==> config.mk <==
export PLATFORM = sky130hd
export DESIGN_NAME = cflow_log_writer
export DESIGN_NICKNAME = d
export VERILOG_FILES = /design/src/rtl/cflow_log_writer_pkg.sv /design/src/rtl/cflow_log_fifo.sv /design/src/rtl/cflow_log_writer.sv
export SDC_FILE = /design/constraint.sdc
export NUM_CORES = 1
export LEC_CHECK = 0
export ABC_CLOCK_PERIOD_IN_PS = 3800
export BUFFER_PORTS_ARGS = -buffer_cell sky130_fd_sc_hd__buf_4
export CAP_MARGIN = 20
export CORE_ASPECT_RATIO = 1.2
export CORE_UTILIZATION = 55
export DETAILED_ROUTE_END_ITERATION = 16
export PLACE_DENSITY_LB_ADDON = 0.25
export SYNTH_ARGS = -nofsm -noshare
export SYNTH_HDL_FRONTEND = slang
export SYNTH_HIERARCHICAL = 1
export SYNTH_SLANG_ARGS = --single-unit
==> constraint.sdc <==
create_clock -name clk -period 3.8 [get_ports clk]
set_input_delay 0.76 -clock clk [delete_from_list [all_inputs] [get_ports clk]]
set_output_delay 0.76 -clock clk [all_outputs]
set_load 0.02 [all_outputs]
==> src/rtl/cflow_log_writer_pkg.sv <==
// Shared definitions for the CF-Log writer: writer FSM encodings, loop tag
// default and the record width helper.
package cflow_log_writer_pkg;

  typedef enum logic [1:0] {
    ST_IDLE   = 2'd0,
    ST_WR_SRC = 2'd1,
    ST_WR_DST = 2'd2,
    ST_FLUSH  = 2'd3
  } wr_state_t;

  localparam logic [15:0] LOOP_TAG_DEFAULT = 16'hFFFF;

  // One record is a {src,dest} pair, each DATA_W bits wide.
  function automatic int rec_width(input int data_w);
    return 2 * data_w;
  endfunction

endpackage

==> src/rtl/cflow_log_fifo.sv <==
// Synchronous record FIFO; a push while full is accepted only if a pop frees
// a slot in the same cycle.
module cflow_log_fifo #(
  parameter int WIDTH = 32,
  parameter int DEPTH = 4
) (
  input  logic             clk,
  input  logic             reset,
  input  logic             push,
  input  logic [WIDTH-1:0] din,
  input  logic             pop,
  output logic [WIDTH-1:0] dout,
  output logic             full,
  output logic             empty
);

  localparam int AW = $clog2(DEPTH);
  localparam logic [AW:0] FULL_CNT = (AW+1)'(DEPTH);

  logic [WIDTH-1:0] mem [DEPTH];
  logic [AW-1:0]    wr_ptr;
  logic [AW-1:0]    rd_ptr;
  logic [AW:0]      used;
  logic             do_push;
  logic             do_pop;

  assign empty   = (used == '0);
  assign full    = (used == FULL_CNT);
  assign do_pop  = pop && !empty;
  assign do_push = push && (!full || do_pop);
  assign dout    = mem[rd_ptr];

  always_ff @(posedge clk) begin
    if (do_push) begin
      mem[wr_ptr] <= din;
    end
  end

  always_ff @(posedge clk) begin
    if (reset) begin
      wr_ptr <= '0;
      rd_ptr <= '0;
      used   <= '0;
    end else begin
      if (do_push) begin
        wr_ptr <= wr_ptr + AW'(1);
      end
      if (do_pop) begin
        rd_ptr <= rd_ptr + AW'(1);
      end
      case ({do_push, do_pop})
        2'b10:   used <= used + (AW+1)'(1);
        2'b01:   used <= used - (AW+1)'(1);
        default: used <= used;
      endcase
    end
  end

endmodule

==> src/rtl/cflow_log_writer.sv <==
// Control-flow log writer: run-length compresses branch pairs into records,
// buffers them and writes them word by word into the CF-Log with flush control.
module cflow_log_writer
  import cflow_log_writer_pkg::*;
#(
  parameter int                DATA_W     = 16,
  parameter int                LOG_WORDS  = 256,
  parameter int                HEADROOM   = 4,
  parameter int                FIFO_DEPTH = 4,
  parameter int                CNT_W      = 16,
  parameter logic [DATA_W-1:0] LOOP_TAG   = DATA_W'(LOOP_TAG_DEFAULT)
) (
  input  logic              clk,
  input  logic              reset,
  input  logic              enable,
  input  logic              br_valid,
  output logic              br_ready,
  input  logic [DATA_W-1:0] br_src,
  input  logic [DATA_W-1:0] br_dest,
  input  logic              er_done,
  output logic              mem_wr_en,
  input  logic              mem_wr_ready,
  output logic [DATA_W-1:0] mem_wr_addr,
  output logic [DATA_W-1:0] mem_wr_data,
  output logic [DATA_W-1:0] log_ptr,
  output logic              flush_req,
  input  logic              flush_ack,
  output logic              overflow
);

  localparam int                REC_W     = rec_width(DATA_W);
  localparam logic [CNT_W-1:0]  CNT_MAX   = '1;
  localparam logic [DATA_W-1:0] WATERMARK = DATA_W'(LOG_WORDS - HEADROOM);

  wr_state_t         state;
  wr_state_t         state_n;
  logic [DATA_W-1:0] ptr_n;
  logic [DATA_W-1:0] ptr_inc;

  logic [DATA_W-1:0] last_src;
  logic [DATA_W-1:0] last_dest;
  logic              last_valid;
  logic [DATA_W-1:0] hold_src;
  logic [DATA_W-1:0] hold_dest;
  logic              hold_valid;
  logic [CNT_W-1:0]  count;
  logic [CNT_W-1:0]  count_n;
  logic [CNT_W-1:0]  cnt_inc;
  logic              flush_pending;

  logic              accept;
  logic              same_pair;
  logic              hold_set;
  logic              push;
  logic [REC_W-1:0]  push_data;
  logic              pop;
  logic [REC_W-1:0]  fifo_dout;
  logic              fifo_full;
  logic              fifo_empty;

  // The cycle after a loop record is emitted the held pair owns the push slot.
  assign br_ready  = !hold_valid;
  assign accept    = enable && br_valid && br_ready;
  assign same_pair = last_valid && (br_src == last_src) && (br_dest == last_dest);
  assign cnt_inc   = count + CNT_W'(1);

  always_comb begin
    push      = 1'b0;
    push_data = '0;
    count_n   = count;
    hold_set  = 1'b0;
    if (hold_valid) begin
      push      = 1'b1;
      push_data = {hold_src, hold_dest};
    end else if (accept) begin
      if (same_pair) begin
        if (er_done || cnt_inc == CNT_MAX) begin
          push      = 1'b1;
          push_data = {LOOP_TAG, DATA_W'(cnt_inc)};
          count_n   = '0;
        end else begin
          count_n = cnt_inc;
        end
      end else if (count != '0) begin
        push      = 1'b1;
        push_data = {LOOP_TAG, DATA_W'(count)};
        count_n   = '0;
        hold_set  = 1'b1;
      end else begin
        push      = 1'b1;
        push_data = {br_src, br_dest};
      end
    end else if (er_done && count != '0) begin
      push      = 1'b1;
      push_data = {LOOP_TAG, DATA_W'(count)};
      count_n   = '0;
    end
  end

  always_ff @(posedge clk) begin
    if (reset) begin
      last_src      <= '0;
      last_dest     <= '0;
      last_valid    <= 1'b0;
      hold_src      <= '0;
      hold_dest     <= '0;
      hold_valid    <= 1'b0;
      count         <= '0;
      flush_pending <= 1'b0;
      overflow      <= 1'b0;
    end else begin
      count <= count_n;
      if (hold_set) begin
        hold_valid <= 1'b1;
        hold_src   <= br_src;
        hold_dest  <= br_dest;
      end else begin
        hold_valid <= 1'b0;
      end
      if (accept) begin
        last_src  <= br_src;
        last_dest <= br_dest;
      end
      if (er_done) begin
        last_valid <= 1'b0;
      end else if (accept) begin
        last_valid <= 1'b1;
      end
      if (er_done) begin
        flush_pending <= 1'b1;
      end else if (state == ST_FLUSH && flush_ack) begin
        flush_pending <= 1'b0;
      end
      // A record is lost only when no slot is free even after this cycle's pop.
      if (push && fifo_full && !pop) begin
        overflow <= 1'b1;
      end
    end
  end

  cflow_log_fifo #(
    .WIDTH (REC_W),
    .DEPTH (FIFO_DEPTH)
  ) u_fifo (
    .clk   (clk),
    .reset (reset),
    .push  (push),
    .din   (push_data),
    .pop   (pop),
    .dout  (fifo_dout),
    .full  (fifo_full),
    .empty (fifo_empty)
  );

  assign ptr_inc = log_ptr + DATA_W'(1);

  always_comb begin
    state_n = state;
    ptr_n   = log_ptr;
    pop     = 1'b0;
    case (state)
      ST_IDLE: begin
        if (!fifo_empty) begin
          state_n = ST_WR_SRC;
        end else if (flush_pending) begin
          state_n = ST_FLUSH;
        end
      end
      ST_WR_SRC: begin
        if (mem_wr_ready) begin
          ptr_n   = ptr_inc;
          state_n = ST_WR_DST;
        end
      end
      ST_WR_DST: begin
        if (mem_wr_ready) begin
          ptr_n   = ptr_inc;
          pop     = 1'b1;
          state_n = (ptr_inc >= WATERMARK) ? ST_FLUSH : ST_IDLE;
        end
      end
      ST_FLUSH: begin
        if (flush_ack) begin
          ptr_n   = '0;
          state_n = ST_IDLE;
        end
      end
      default: state_n = ST_IDLE;
    endcase
  end

  always_ff @(posedge clk) begin
    if (reset) begin
      state   <= ST_IDLE;
      log_ptr <= '0;
    end else begin
      state   <= state_n;
      log_ptr <= ptr_n;
    end
  end

  assign mem_wr_en   = (state == ST_WR_SRC) || (state == ST_WR_DST);
  assign mem_wr_addr = log_ptr;
  assign flush_req   = (state == ST_FLUSH);

  always_comb begin
    mem_wr_data = '0;
    if (state == ST_WR_SRC) begin
      mem_wr_data = fifo_dout[REC_W-1 -: DATA_W];
    end else if (state == ST_WR_DST) begin
      mem_wr_data = fifo_dout[DATA_W-1:0];
    end
  end

endmodule
[Yosys cells after proc, flatten, opt, wreduce, memory -nomap -nowiden]
Memories as Yosys holds them, arrays and structs flattened. A register that Yosys moved wholly into a read port is not among the register bits.
Cells that the tools add are included.
Storage, ports and cells
  bits in registers: 109
  memory bits (writable): 128
  bits of input ports: 39
  logic and storage cells: 109
  memories kept: 1
Memory list
  u_fifo.mem: depth 4, width 32, read ports 1, clocked after memory_dff 1, wr ports 1, line cflow_log_fifo.sv:20  | logic [WIDTH-1:0] mem [DEPTH];
Cells by class
  add/sub/neg operators: 6
  order comparisons: 1
  eq/ne operators: 15
  mux-type cells: 42
  bitwise gates (word level): 1
  reduce and logical (&&, ||, !) cells: 29
Operators with widths (number)
  two-way mux 32 bit: 6
  two-way mux 16 bit: 9
  adder 16 x 1 -> 16 bit, second input constant: 2
  == test 16 bit: 2
  case mux 16 bit (2 select lines): 1
  == test 16 bit, second input constant: 1
  greater-or-equal comparator 16 x 8 -> 1 bit, second input constant: 1
  two-way mux 1 bit: 16
  two-way mux 2 bit: 8
  nonzero test 16 bit: 1
  logical AND 1 bit: 10
  case mux 2 bit (4 select lines): 1
  nonzero test 2 bit: 4
  == test 2 bit, second input constant: 3
  case mux 3 bit (2 select lines): 1
  AND reduction 3 bit: 2
  adder 2 x 1 -> 2 bit, second input constant: 2
  == test 2 x 1 -> 1 bit, second input constant: 2
  logical NOT 1 bit: 4
  inequality test 2 x 1 -> 1 bit, second input constant: 2
  inequality test 2 bit, second input constant: 2
  AND reduction 4 bit: 1
  OR reduction 2 bit: 2
  adder 3 x 1 -> 3 bit, second input constant: 1
  other kinds (8): 10

[Logic depth before layout (Yosys ltp)]
Gate-level depths: netlist of run 1.
  depth after elaboration: 10
  depth in mapped cells: 16
  gate-level depth less buffers: 13

[Modules after synthesis]
Netlist of run 1, hierarchy kept.
Modules (own cells, without submodules)
  cflow_log_writer: times used 1, cells an instance 814, area an instance 6466.2 um2, sequential area each 2042.0 um2
  cflow_log_fifo: times used 1, cells an instance 234, area an instance 5202.5 um2, sequential area each 4023.9 um2

[Worst setup path after synthesis of run 1]
Ideal clock, no wire load.
  path kind: reg2reg
  start: register count[1]
  end: memory u_fifo.mem[0][0], enable pin
  setup time: 392 ps
  arrival time: 3494 ps
  data required time: 3408 ps
  slack: -86 ps
  stages on the path, launching flop included: 14
  cell sequence: dfxtp_1 > ha_1 > nand3_1 > buf_2 > o32a_1 > o22ai_2 > o211ai_2 > or3_4 > a21oi_4 > buf_6 > buf_4 > inv_1 > a31oi_4 > and2_1
Between the ends
  longest elaborated chain between the ends: 10
  elaborated cells between the ends (all ways): 13
Ends and longest elaborated chain
  from (decl): line cflow_log_writer.sv:46  | logic [CNT_W-1:0] count;
  from (signal assigned): line cflow_log_writer.sv:112  | count <= count_n;
  adder 16 x 1 -> 16 bit: line cflow_log_writer.sv:65  | assign cnt_inc = count + CNT_W'(1);
  == test 16 bit: line cflow_log_writer.sv:77  | if (er_done || cnt_inc == CNT_MAX) begin
  logical OR 1 bit: line cflow_log_writer.sv:77
  two-way mux 1 bit: line cflow_log_writer.sv:77
  two-way mux 1 bit: line cflow_log_writer.sv:76  | if (same_pair) begin
  two-way mux 1 bit (*): line cflow_log_writer.sv:75  | end else if (accept) begin
  two-way mux 1 bit (*): line cflow_log_writer.sv:72  | if (hold_valid) begin
  named net push: line cflow_log_writer.sv:54  | logic push;
  logical AND 1 bit (*): line cflow_log_fifo.sv:30  | assign do_push = push && (!full || do_pop);
  two-way mux 1 bit (*): line cflow_log_fifo.sv:34  | if (do_push) begin
  two-way mux 1 bit (implied by the code) (*): line cflow_log_fifo.sv:35  | mem[wr_ptr] <= din;
  to (decl): line cflow_log_fifo.sv:20
The timed path passes the listed nets; every way through them passes the cells marked *.

[Worst setup path after layout of run 1]
  start: register count[8]
  end: memory u_fifo.mem[1][11], enable pin
Between the ends
  longest elaborated chain between the ends: 10
  elaborated cells between the ends (all ways): 13
Ends and longest elaborated chain (line)
  adder 16 x 1 -> 16 bit: cflow_log_writer.sv:65
  == test 16 bit: cflow_log_writer.sv:77
  logical OR 1 bit: cflow_log_writer.sv:77
  two-way mux 1 bit: cflow_log_writer.sv:77
  two-way mux 1 bit: cflow_log_writer.sv:76
  two-way mux 1 bit (*): cflow_log_writer.sv:75
  two-way mux 1 bit (*): cflow_log_writer.sv:72
  logical AND 1 bit (*): cflow_log_fifo.sv:30
  two-way mux 1 bit (*): cflow_log_fifo.sv:34
  two-way mux 1 bit (implied by the code) (*): cflow_log_fifo.sv:35
Every way passes the cells marked *; elsewhere a longest branch is shown, timed or not.

==> results of run 1 <==
-- per-stage QoR --
stage / utilization / hold WS [ps] / instance area [um2] / power (mW)
finish: 0.635 / 467 / 13300 / 5.95
global route: 0.635 / 485 / 13300 / 6.18
CTS: 0.635 / 467 / 13300 / 5.99
detailed placement: 0.601 / 459 / 12600 / 3.85
global placement: 0.601 / 453 / 12600 / 3.83
floorplan: - / 447 / 11700 / 3.51
-- cells in the mapped netlist, types with 20 or more instances --
library cell	n	share of area
mux4_2	32	0.062
clkbuf_1	35	0.011
nand2_1	108	0.035
nand3_1	26	0.011
a22o_1	20	0.015
nor2_1	88	0.028
dfxtp_1	111	0.19
edfxtp_1	128	0.33
mux2i_1	36	0.031
buf_2	21	0.0090
a21oi_1	62	0.027
nand2b_1	27	0.014
buf_4	20	0.013
xor2_1	21	0.016
inv_1	24	0.0077
o21ai_0	32	0.014
-- registers in the layout, summed over array words and instances, names as in the netlist, named ones only --
register / flops
last_src: 16
u_fifo/mem: 128
u_fifo/rd_ptr: 2
last_dest: 16
state: 2
last_valid: 1
u_fifo/wr_ptr: 2
hold_src: 16
u_fifo/used: 3
hold_valid: 1
log_ptr: 16
flush_pending: 1
overflow: 1
hold_dest: 16
count: 16
-- area by class of cell --
type / count / share of cell area
Timing Repair Buffer: 126 / 0.0759
Inverter: 24 / 0.00678
Clock inverter: 10 / 0.00509
Sequential cell: 239 / 0.457
Multi-Input combinational cell: 698 / 0.381
Clock buffer: 34 / 0.0488
Tap cell: 270 / 0.0254
-- logic make-up (layout without fill, tap and decap cells) --
logic type / count (synthesis) / after routing
simple gates: 364 / 364
flops: 239 / 239
buf+inv: 111 / 194
compound gates: 210 / 210
mux: 69 / 69
xor+xnor: 41 / 41
fa+ha+maj: 14 / 14
-- worst paths after layout --
path                            slack [ps]         start                 to  cells past startpoint
worst max register to register         480      count[8]  u_fifo/mem[1][11]                     10
worst min-delay path                   470  last_dest[9]       last_dest[9]                      2
worst max-delay path                   480      count[8]  u_fifo/mem[1][11]                     10
worst min register to register         470  last_dest[9]       last_dest[9]                      2
-- worst max-delay path, delay by kind of cell, from the launching register on --
kind	cells	cell delay, ps
AND/OR/NAND/NOR	4	1220
flip-flops	1	610
AO/OA/AOI/OAI	3	560
XOR/XNOR	1	300
buffers and inverters	2	300
-- layer usage --
| layer | wire length, um | vias to the layer above | track usage | share of wire |
|---|---|---|---|---|
| met5 | 0 | - | 0 | 0 |
| met4 | 899 | 0 | 0.0924 | 0.032 |
| met3 | 1380 | 61 | 0.0301 | 0.050 |
| met2 | 13800 | 294 | 0.444 | 0.50 |
| met1 | 11700 | 4144 | 0.336 | 0.42 |
| li1 | - | 3991 | - | - |
-- power by group --
group	leakage, nW	internal (mW)	switching [mW]
Combinational	2.63	0.368	0.588
Clock	0.346	1.20	0.962
Sequential	2.10	2.78	0.0500
==> impl_results.md, run 1 <==
- Status: finished clean
- RSZ-0062 raised after global routing: no
- Layout area overhead: 13.8%
- # IOs: 91
- Slew Limit Headroom: 0.447
- Worst path max stage delay: 610 ps
- Number of synthesized flops with an enable pin: 128
- Filler cells: 1,663
- Multi-input gate area: 5060 um2
- Max Clock Freq: 301 MHz
- GRT Resource Usage Total: 0.259
- Largest family of logic cells by synthesized area: simple AND/OR/NAND/NOR gates
- H-tree Lvls: 1
- Syn Inst Count: 1,048
- Arrival time worst endpoint: 3530 ps
- Min-Delay Path Class: flop to flop
- Buffer count from post-CTS setup fixing: 0
- Initial antenna violation count: 0
- Initial DRC Count: 680
- Required time of the critical path: 4010 ps
- CP cell instances: nand4_1 > nor4_4 > xor2_2 > o211ai_2 > or3_4 > a21oi_4 > inv_1 > a31oi_4 > and2_2 > buf_12
- Drt wl/cell: 19.8 um
- Minimum clock period: 3320 ps
- Largest net degree at the start of global routing: 66
- Fin nets: 1,166
- DIE AREA: 21,800 um2
- Worst VDD drop: 0.354 mV
- Most frequent cells in the layout: edfxtp_1 (128), buf_4 (121), dfxtp_1 (109)
- Commonest non-fill, non-tap cell in the layout: edfxtp_1
- Setup crit end kind: flop
- Post-Synth Simple-Gate Area: 0.164
- Fin. max-slew vios: 0
- Initial Util: 0.558
- DP HPWL: 19,300 um
- Final setup margin: 475 ps
- Hold_buf cts: 0
- WS Path Type: flop to flop
- DR pass1 iterations: 5
- Slowest CP cell: dfxtp_1
- Clock sinks: 239
- Post-synth top flop: edfxtp_1
- Compound-Gate Fraction of Synth Area: 0.129
- Crit path max fanout: 26
- First-pass GRT wire length: 43,500 um
- Setup_tns: 0 ps
- Port Buffer Count: 90
- Register area share after synthesis: 0.520
- Final Skew: 30.5 ps
- PD cells: 448 nW/um2
- Max cap viols: 0
- CTS resizes: 0
- Adder-Cell Fraction of Synth Area: 0.0157
- Detailed-route wire length: 27,700 um
- Worst skew pair latency: 530 ps
- Critical path startpoint category: flop
- Clock tree from TritonCTS: yes
- Final Hold Fails: 0
- Final antenna-violating net count: 0
- Vias post-DR: 8,490
- Synthesized net count: 1,101
- DRC: 0
- Slew of the pin with the lowest slew margin: 822 ps
- Clock-pin slew on the worst setup and hold paths: 60 ps
- Vias in the first global route: 8,001
- Warnings from Yosys: 6
- Async S/R FF share, synth: 0
- Xor/xnor share of the synthesized area: 0.0314
- Mapped Avg Cell Area: 11.1 um2
- Synthesized flop and latch total: 239
- Mux cell area share after synthesis: 0.0936
- Inst Count DP: 1,357
- Ant diodes: 0
- CTS Buf Count: 24
- GPL Wtd Cong: 0.899
- Fraction of layout cells with a size suffix above 1: 0.211
- Die Y: 162 um
- Layout Cells excl Fill: 1,401
- Worst slack, placed: 225 ps
- Synthesized area: 11,700 um2
- Core ar.: 20,900 um2
- Distinct cells, synth: 83
- Vias per cell: 6.06
- Row Count: 58
- Clk buf depth: 3
- Final setup violation count: 0
- GR Overflow Total: 0
- Register area: 6070 um2
- Die W: 135 um
- Fin crit share: 0.875
- CTS root buffer: clkbuf_16
- Leak: 5.08 nW
(Power assumes the default switching activity.)
==> run 2: changes to the inputs <==
ABC_AREA = 1   (was unset)
==> run 2 against run 1 <==
- synthesized cell count grew 37%
- clock power increased by 20%
- critical path depth is 6 higher
- combinational power up 8%
- area after synthesis is 0.93% higher
- setup slack better by 110 ps
- global-route usage grew 3.0 points
- critical path type unchanged
- largest cell class unchanged
- highest routed layer unchanged
==> impl_results.md, run 2 <==
- Final antenna-violating net count: 0 (unchanged)
- Async S/R FF share, synth: 0 (unchanged)
- Row Count: 58 (unchanged)
- Fraction of layout cells with a size suffix above 1: 0.126 (-0.0855)
- Max reg flops: 128 (unchanged)
- H-tree Lvls: 1 (unchanged)
- Fin nets: 1,544 (+32%)
- Required time of the critical path: 3960 ps (-50 ps)
- R2r setup slk: 590 ps (+110 ps)
- Pint: 4.69 mW (+7.9%)
- Slew of the pin with the lowest slew margin: 921 ps (+98.2 ps)
- Slew Limit Headroom: 0.386 (-0.0604)
- Top reg by flops: u_fifo/mem
- Clock sinks: 239 (unchanged)
- Post-synth top flop: edfxtp_1
- Sw Share: 0.276 (+0.00665)
- Psw: 1.78 mW (+12%)
- Fin util: 0.641 (+0.00597)
- Filler cells: 1,800 (+8.2%)
- Warnings from Yosys: 6 (unchanged)
- Worst VDD drop: 0.557 mV (+57%)
- Initial Util: 0.562 (+0.00326)
- DR pass1 iterations: 6 (+1)
- Final Hold Fails: 0 (unchanged)
- Ant diodes: 0 (unchanged)
- Buffer count from post-CTS setup fixing: 0 (unchanged)
- Min-Delay Path Class: flop to flop
- GR Overflow Total: 0 (unchanged)
- DP HPWL: 21,500 um (+11%)
- CTS root buffer: clkbuf_16
- Area share of the largest cell type after synthesis: 0.326 (-0.00304)
- Arrival time worst endpoint: 3370 ps (-160 ps)
- # IOs: 91 (unchanged)
- Clock-pin slew on the worst setup and hold paths: 60 ps (about the same)
- GPL Wtd Cong: 0.932 (+3.7%)
- Core ar.: 21,000 um2 (+0.35%)
- Worst slack, placed: 278 ps (+53.7 ps)
- Hold Crit Endpoint: overflow
- Top-count cell post-synth: nand2_1
- Detailed-route wire length: 31,500 um (+14%)
- Synthesized area: 11,800 um2 (+0.93%)
- Crit path max fanout: 28 (+7.7%)
- Vias post-DR: 10,100 (+19%)
- Max Clock Freq: 311 MHz (+3.5%)
- Initial antenna violation count: 0 (unchanged)
- Hold path cells: 2 (unchanged)
- Final Skew: 14.8 ps (-15.7 ps)
- Fin. max-slew vios: 0 (unchanged)
- Fin crit share: 0.845 (-0.0296)
- DIE AREA: 22,000 um2 (+0.92%)
- Mapped Avg Cell Area: 8.21 um2 (-26%)
- GRT Resource Usage Total: 0.289 (+0.0301)
- Distinct cells, synth: 44 (-47%)
- WS Path Type: flop to flop
- Reg2Reg Depth: 16 (+6)
- RR Endpoint: u_fifo/mem[2][4]
- Max cap viols: 0 (unchanged)
- DRC: 0 (unchanged)
- Min-delay src: overflow
- PD cells: 482 nW/um2 (+7.5%)
- Layout area overhead: 14.2%
- Port Buffer Count: 90 (unchanged)
- Top cells by count, synth: nand2_1 (274), o21ai_0 (161), inv_1 (149)
- Register area share after synthesis: 0.515 (-0.00480)
- Critical path startpoint category: flop
- Most frequent cells in the layout: nand2_1 (274), o21ai_0 (161), inv_1 (149)
- Initial DRC Count: 964 (+42%)
- Drt wl/cell: 17.7 um (-11%)
- Synth area leader: edfxtp_1
- Number of synthesized flops with an enable pin: 128 (unchanged)
- CTS Buf Count: 25 (+4.2%)
- Hold_buf cts: 0 (unchanged)
- R2r startpoint: count[1]
- Vias in the first global route: 9,521 (+19%)
- Commonest non-fill, non-tap cell in the layout: nand2_1
- Die W: 136 um (+0.46%)
- Status: finished clean
- First-pass GRT wire length: 49,300 um (+13%)
- Largest net degree at the start of global routing: 65 (-1.5%)
- Leak: 5.28 nW (+4.0%)
- Die Y: 162 um (+0.46%)
- Minimum clock period: 3210 ps (-113 ps)
- Top cells by area, synth: edfxtp_1 (33%), dfxtp_1 (19%), nand2_1 (8.7%)
- RSZ-0062 raised after global routing: no
- Vias per cell: 5.68 (-6.2%)
- Synthesized net count: 1,488 (+35%)
- Clk network pwr share: 0.401 (+0.038)
- Sequential share of power: 0.440 (-0.036)
- Clk buf depth: 3 (unchanged)
- Synthesized flop and latch total: 239 (unchanged)
- Clock tree from TritonCTS: yes
- CTS resizes: 0 (unchanged)
- Setup crit end kind: flop
- Syn Inst Count: 1,435 (+37%)
- Worst skew pair latency: 520 ps (about the same)
- Final setup violation count: 0 (unchanged)
- Final setup margin: 588 ps (+113 ps)
- Combinational fraction of design power: 0.159 (-0.002)
- Setup_tns: 0 ps (unchanged)
run 2: changes by cell type in the layout (fill, tap and decap cells not counted), moves of 27 or more:
cell,before,now
nand2b_1,27,0
o22ai_1,2,32
mux2i_1,36,0
nand3_1,26,75
mux4_2,32,0
o21ai_0,32,161
nor2_1,88,138
nand2_1,108,274
a21oi_1,62,115
inv_1,24,149
run 2: cells by family (layout without fill, tap and decap cells):
logic type / Yosys count / in the layout / synth area share
AOI/OAI and AO/OA: 334 / 334 / 0.150
xor gates and xnor gates: 25 / 25 / 0.0186
adders and majority gates: 14 / 14 / 0.0155
buffers and inverters: 240 / 315 / 0.0857
DFF: 239 / 239 / 0.515
and+or+nand+nor: 583 / 583 / 0.215
run 2: stage by stage:
step           total power, mW  instance area [um2]  cells  hold WS (ps)
2_1_floorplan             3.53                11800   1435           429
3_3_place_gp              3.90                12600   1734           439
3_5_place_dp              3.92                12600   1734           442
4_1_cts                   6.49                13500   1780           452
5_1_grt                   6.70                13500   1780           475
6_report                  6.48                13500   1780           449
run 2: routing by layer:
| metal | part of all wire | GRT usage | routed length [um] | vias to the layer above |
|---|---|---|---|---|
| met5 | 0 | 0 | 0 | - |
| met4 | 0.039 | 0.137 | 1230 | 0 |
| met3 | 0.061 | 0.0343 | 1930 | 86 |
| met2 | 0.48 | 0.472 | 15000 | 383 |
| met1 | 0.42 | 0.380 | 13300 | 4721 |
| li1 | - | - | - | 4925 |
run 2: power by group through the flow:
| stage | Sequential (mW) | Combinational [mW] | Clock [mW] |
|---|---|---|---|
| after CTS | 2.85 | 1.02 | 2.62 |
| after floorplan | 2.90 | 0.631 | 0 |
| after global placement | 2.90 | 1.00 | 0 |
| final | 2.85 | 1.03 | 2.60 |
| after global routing | 2.85 | 1.12 | 2.72 |
| after detailed placement | 2.90 | 1.02 | 0 |
run 2: worst max-delay path, cell delays in order (launching register included):
cell	delay, ps
dfxtp_1	450
ha_1	250
nand3_2	130
nor2_2	220
nand2_1	80
nand2_1	130
nand2_1	60
nor2_1	80
nand2_1	70
nor2_1	110
nand2_2	90
nand3_1	80
nand2_1	60
nand2_2	150
o21ai_4	130
nor2_2	280
buf_4	470
run 2: how the worst max path moves through the flow:
| stage | from | endpoint |
|---|---|---|
| after floorplan | count[1] | u_fifo/mem[2][0] |
| after global placement | br_dest[10] | u_fifo/used[2] |
| after detailed placement | br_dest[10] | u_fifo/used[2] |
| after CTS | count[1] | u_fifo/mem[2][20] |
| after global routing | count[0] | u_fifo/mem[2][12] |
| final | count[1] | u_fifo/mem[2][4] |
run 2: layout make-up:
cell class	instances	area, um2	share of cell area
timing repair buffer	115	876	0.0651
tap	270	338	0.0251
multi-input combinational	956	4710	0.350
clock inverter	20	251	0.0187
inverter	154	578	0.0430
clock buffer	26	629	0.0468
sequential	239	6070	0.451
==> run 3: changes to the inputs <==
ABC_CLOCK_PERIOD_IN_PS = 2600   (was 3800)
clock period = 2.6 ns   (was 3.8 ns; I/O delays follow)
==> run 3 against run 2 <==
- the run now ends with negative setup slack left
- via count grew 4.7%
- register-to-register slack lost 630 ps
- critical path depth grew 3
- clock power grew 26%
- non-clock buffer count grew 120
- wire length grew 4.4%
- sequential power grew 46%
- first-iteration DRC count grew 5.6%
- critical endpoint is now u_fifo/used[2]
==> impl_results.md, run 3 (synthesized netlist as in run 2, its figures left out) <==
- Initial DRC Count: 1,018 (+5.6%)
- Final setup violation count: 17 (+17)
- Slew Limit Headroom: 0.568 (+0.182)
- Row Count: 58 (unchanged)
- Critical path startpoint category: flop
- Pint: 6.52 mW (+39%)
- Clk buf depth: 3 (unchanged)
- Psw: 2.61 mW (+46%)
- RSZ-0062 raised after global routing: yes
- DP HPWL: 22,700 um (+5.9%)
- Max reg flops: 128 (unchanged)
- Max Clock Freq: 378 MHz (+22%)
- Finished Cell Area: 14,600 um2 (+8.6%)
- Hold path cells: 3 (+1)
- Port Buffer Count: 90 (unchanged)
- Die Y: 162 um (unchanged)
- Initial Util: 0.562 (unchanged)
- PD cells: 625 nW/um2 (+30%)
- Crit-path most repeated cell: nor2_1
- Clock-pin slew on the worst setup and hold paths: 70 ps (about the same)
- Min-delay src: br_src[3]
- CTS Buf Count: 24 (-4.0%)
- Slew of the pin with the lowest slew margin: 646 ps (-275 ps)
- Final setup margin: -42.7 ps (-630 ps)
- DR pass1 iterations: 5 (-1)
- Vias per cell: 5.58 (-1.8%)
- Crit path max fanout: 4 (-86%)
- Status: finished with violations
- Vias post-DR: 10,600 (+4.7%)
- Leak: 5.87 nW (+11%)
- Setup crit end kind: flop
- Fin nets: 1,663 (+7.7%)
- Violated checks: negative setup slack
- Final antenna-violating net count: 0 (unchanged)
- DRC: 0 (unchanged)
- Layout area overhead: 24.0%
- Arrival time worst endpoint: 3060 ps (-310 ps)
- CTS root buffer: clkbuf_16
- Tot Pwr: 9.13 mW (+41%)
- Largest net degree at the start of global routing: 62 (-4.6%)
- Worst VDD drop: 0.503 mV (-9.6%)
- Core ar.: 21,000 um2 (unchanged)
- Fin crit share: 1.02 (+0.171)
- DIE AREA: 22,000 um2 (unchanged)
- Top reg by flops: u_fifo/mem
- WS Path Type: flop to flop
- Fraction of layout cells with a size suffix above 1: 0.207 (+0.0812)
- Sequential share of power: 0.456 (+0.016)
- Commonest non-fill, non-tap cell in the layout: nand2_1
- Combinational fraction of design power: 0.185 (+0.026)
- Worst Setup SP: count[0]
- R2r startpoint: count[0]
- Vias in the first global route: 9,700 (+1.9%)
- GPL Wtd Cong: 0.914 (-1.9%)
- Hold Crit Endpoint: hold_src[3]
- Ant diodes: 0 (unchanged)
- Drt wl/cell: 17.3 um (-2.1%)
- Required time of the critical path: 3020 ps (-940 ps)
- Min-Delay Path Class: input port to flop
- Minimum clock period: 2640 ps (-570 ps)
- Fin util: 0.696 (+0.0550)
- Reg2Reg Depth: 19 (+3)
- Worst skew pair latency: 530 ps (about the same)
- Max cap viols: 0 (unchanged)
- Clk network pwr share: 0.359 (-0.042)
- R2r setup slk: -40 ps (-630 ps)
- Die W: 136 um (unchanged)
- Initial antenna violation count: 0 (unchanged)
- Most frequent cells in the layout: nand2_1 (271), buf_4 (215), o21ai_0 (161)
- Final Skew: 11.5 ps (-3.31 ps)
- Worst Path Buf+Inv: 2 (+1)
- GR Overflow Total: 0 (unchanged)
- Placed instance area: 13,600 um2 (+7.8%)
- Worst path max stage delay: 370 ps (-100 ps)
- # IOs: 91 (unchanged)
- Sw Share: 0.286 (+0.0106)
- WHS: 296 ps (-153 ps)
- Slowest CP cell: dfxtp_4
- Detailed-route wire length: 32,900 um (+4.4%)
- Fin. max-slew vios: 0 (unchanged)
- Clock tree from TritonCTS: yes
- First-pass GRT wire length: 49,600 um (+0.56%)
- GRT Resource Usage Total: 0.292 (+0.00336)
- H-tree Lvls: 1 (unchanged)
- CP cell instances: ha_4 > or2_2 > nand2_1 > nor2_1 > nand3_1 > nor2_1 > nand2_1 > nor2_2 > nand2_2 > nand3_2 > nand2_2 > nand2_4 > inv_2 > nand3_4 > fa_2 > inv_1 > nand4_1 > a21oi_1 > nor2_1
- Clock sinks: 239 (unchanged)
- RR Endpoint: u_fifo/used[2]
- Filler cells: 1,668 (-7.3%)
- Final Hold Fails: 0 (unchanged)
- Crit-path leading delay family: simple AND/OR/NAND/NOR gates
[run 3: through the flow]
| stage | worst slack [ps] | instances | TNS [ps] |
|---|---|---|---|
| 6_report | -42.7 | 1898 | -306 |
| 4_1_cts | -13.4 | 1890 | -177 |
| 5_1_grt | -161 | 1898 | -12650 |
| 2_1_floorplan | -56.4 | 1435 | -5020 |
| 3_5_place_dp | -186 | 1842 | -962 |
| 3_3_place_gp | -133 | 1842 | -486 |
[run 3: power by group through the flow]
| stage | clock network, mW | registers [mW] | logic (mW) |
|---|---|---|---|
| after floorplan | 0 | 4.24 | 0.928 |
| after global routing | 3.44 | 4.18 | 1.82 |
| after detailed placement | 0 | 4.25 | 1.62 |
| final | 3.28 | 4.17 | 1.69 |
| after CTS | 3.32 | 4.17 | 1.65 |
| after global placement | 0 | 4.24 | 1.59 |
[run 3: worst max path at each step]
| stage | end | cells past startpoint |
|---|---|---|
| after floorplan | u_fifo/mem[0][0] | 16 |
| after global placement | u_fifo/used[2] | 19 |
| after detailed placement | u_fifo/used[1] | 17 |
| after CTS | u_fifo/mem[1][19] | 18 |
| after global routing | u_fifo/mem[1][30] | 18 |
| final | u_fifo/used[2] | 19 |
[run 3: tightest hold or removal path, stage by stage]
cell and delay, ps:
buf_4 90, o21ai_0 70, a21oi_1 100
[run 3: metal layers]
layer  vias up  wire length (um)  GRT usage
met5         -                 0          0
met4         0              1320      0.124
met3        86              2040     0.0303
met2       413             16400      0.504
met1      4919             13200      0.370
li1       5175                 -          -
[run 3: layout make-up]
class                           instances  area (um2)  area share
Clock inverter                         18         144     0.00985
Sequential cell                       239        6080       0.416
Timing Repair Buffer                  235        2000       0.137
Multi-Input combinational cell        956        4850       0.332
Inverter                              154         588      0.0403
Clock buffer                           26         608      0.0416
Tap cell                              270         338      0.0231
[run 3: timing repair]
item,CTS,global route
pin swaps,3,15
endpoints found under the setup margin,63,213
setup buffers,3,5
resized for setup,12,28
hold buffers,0,0
gates cloned,1,4
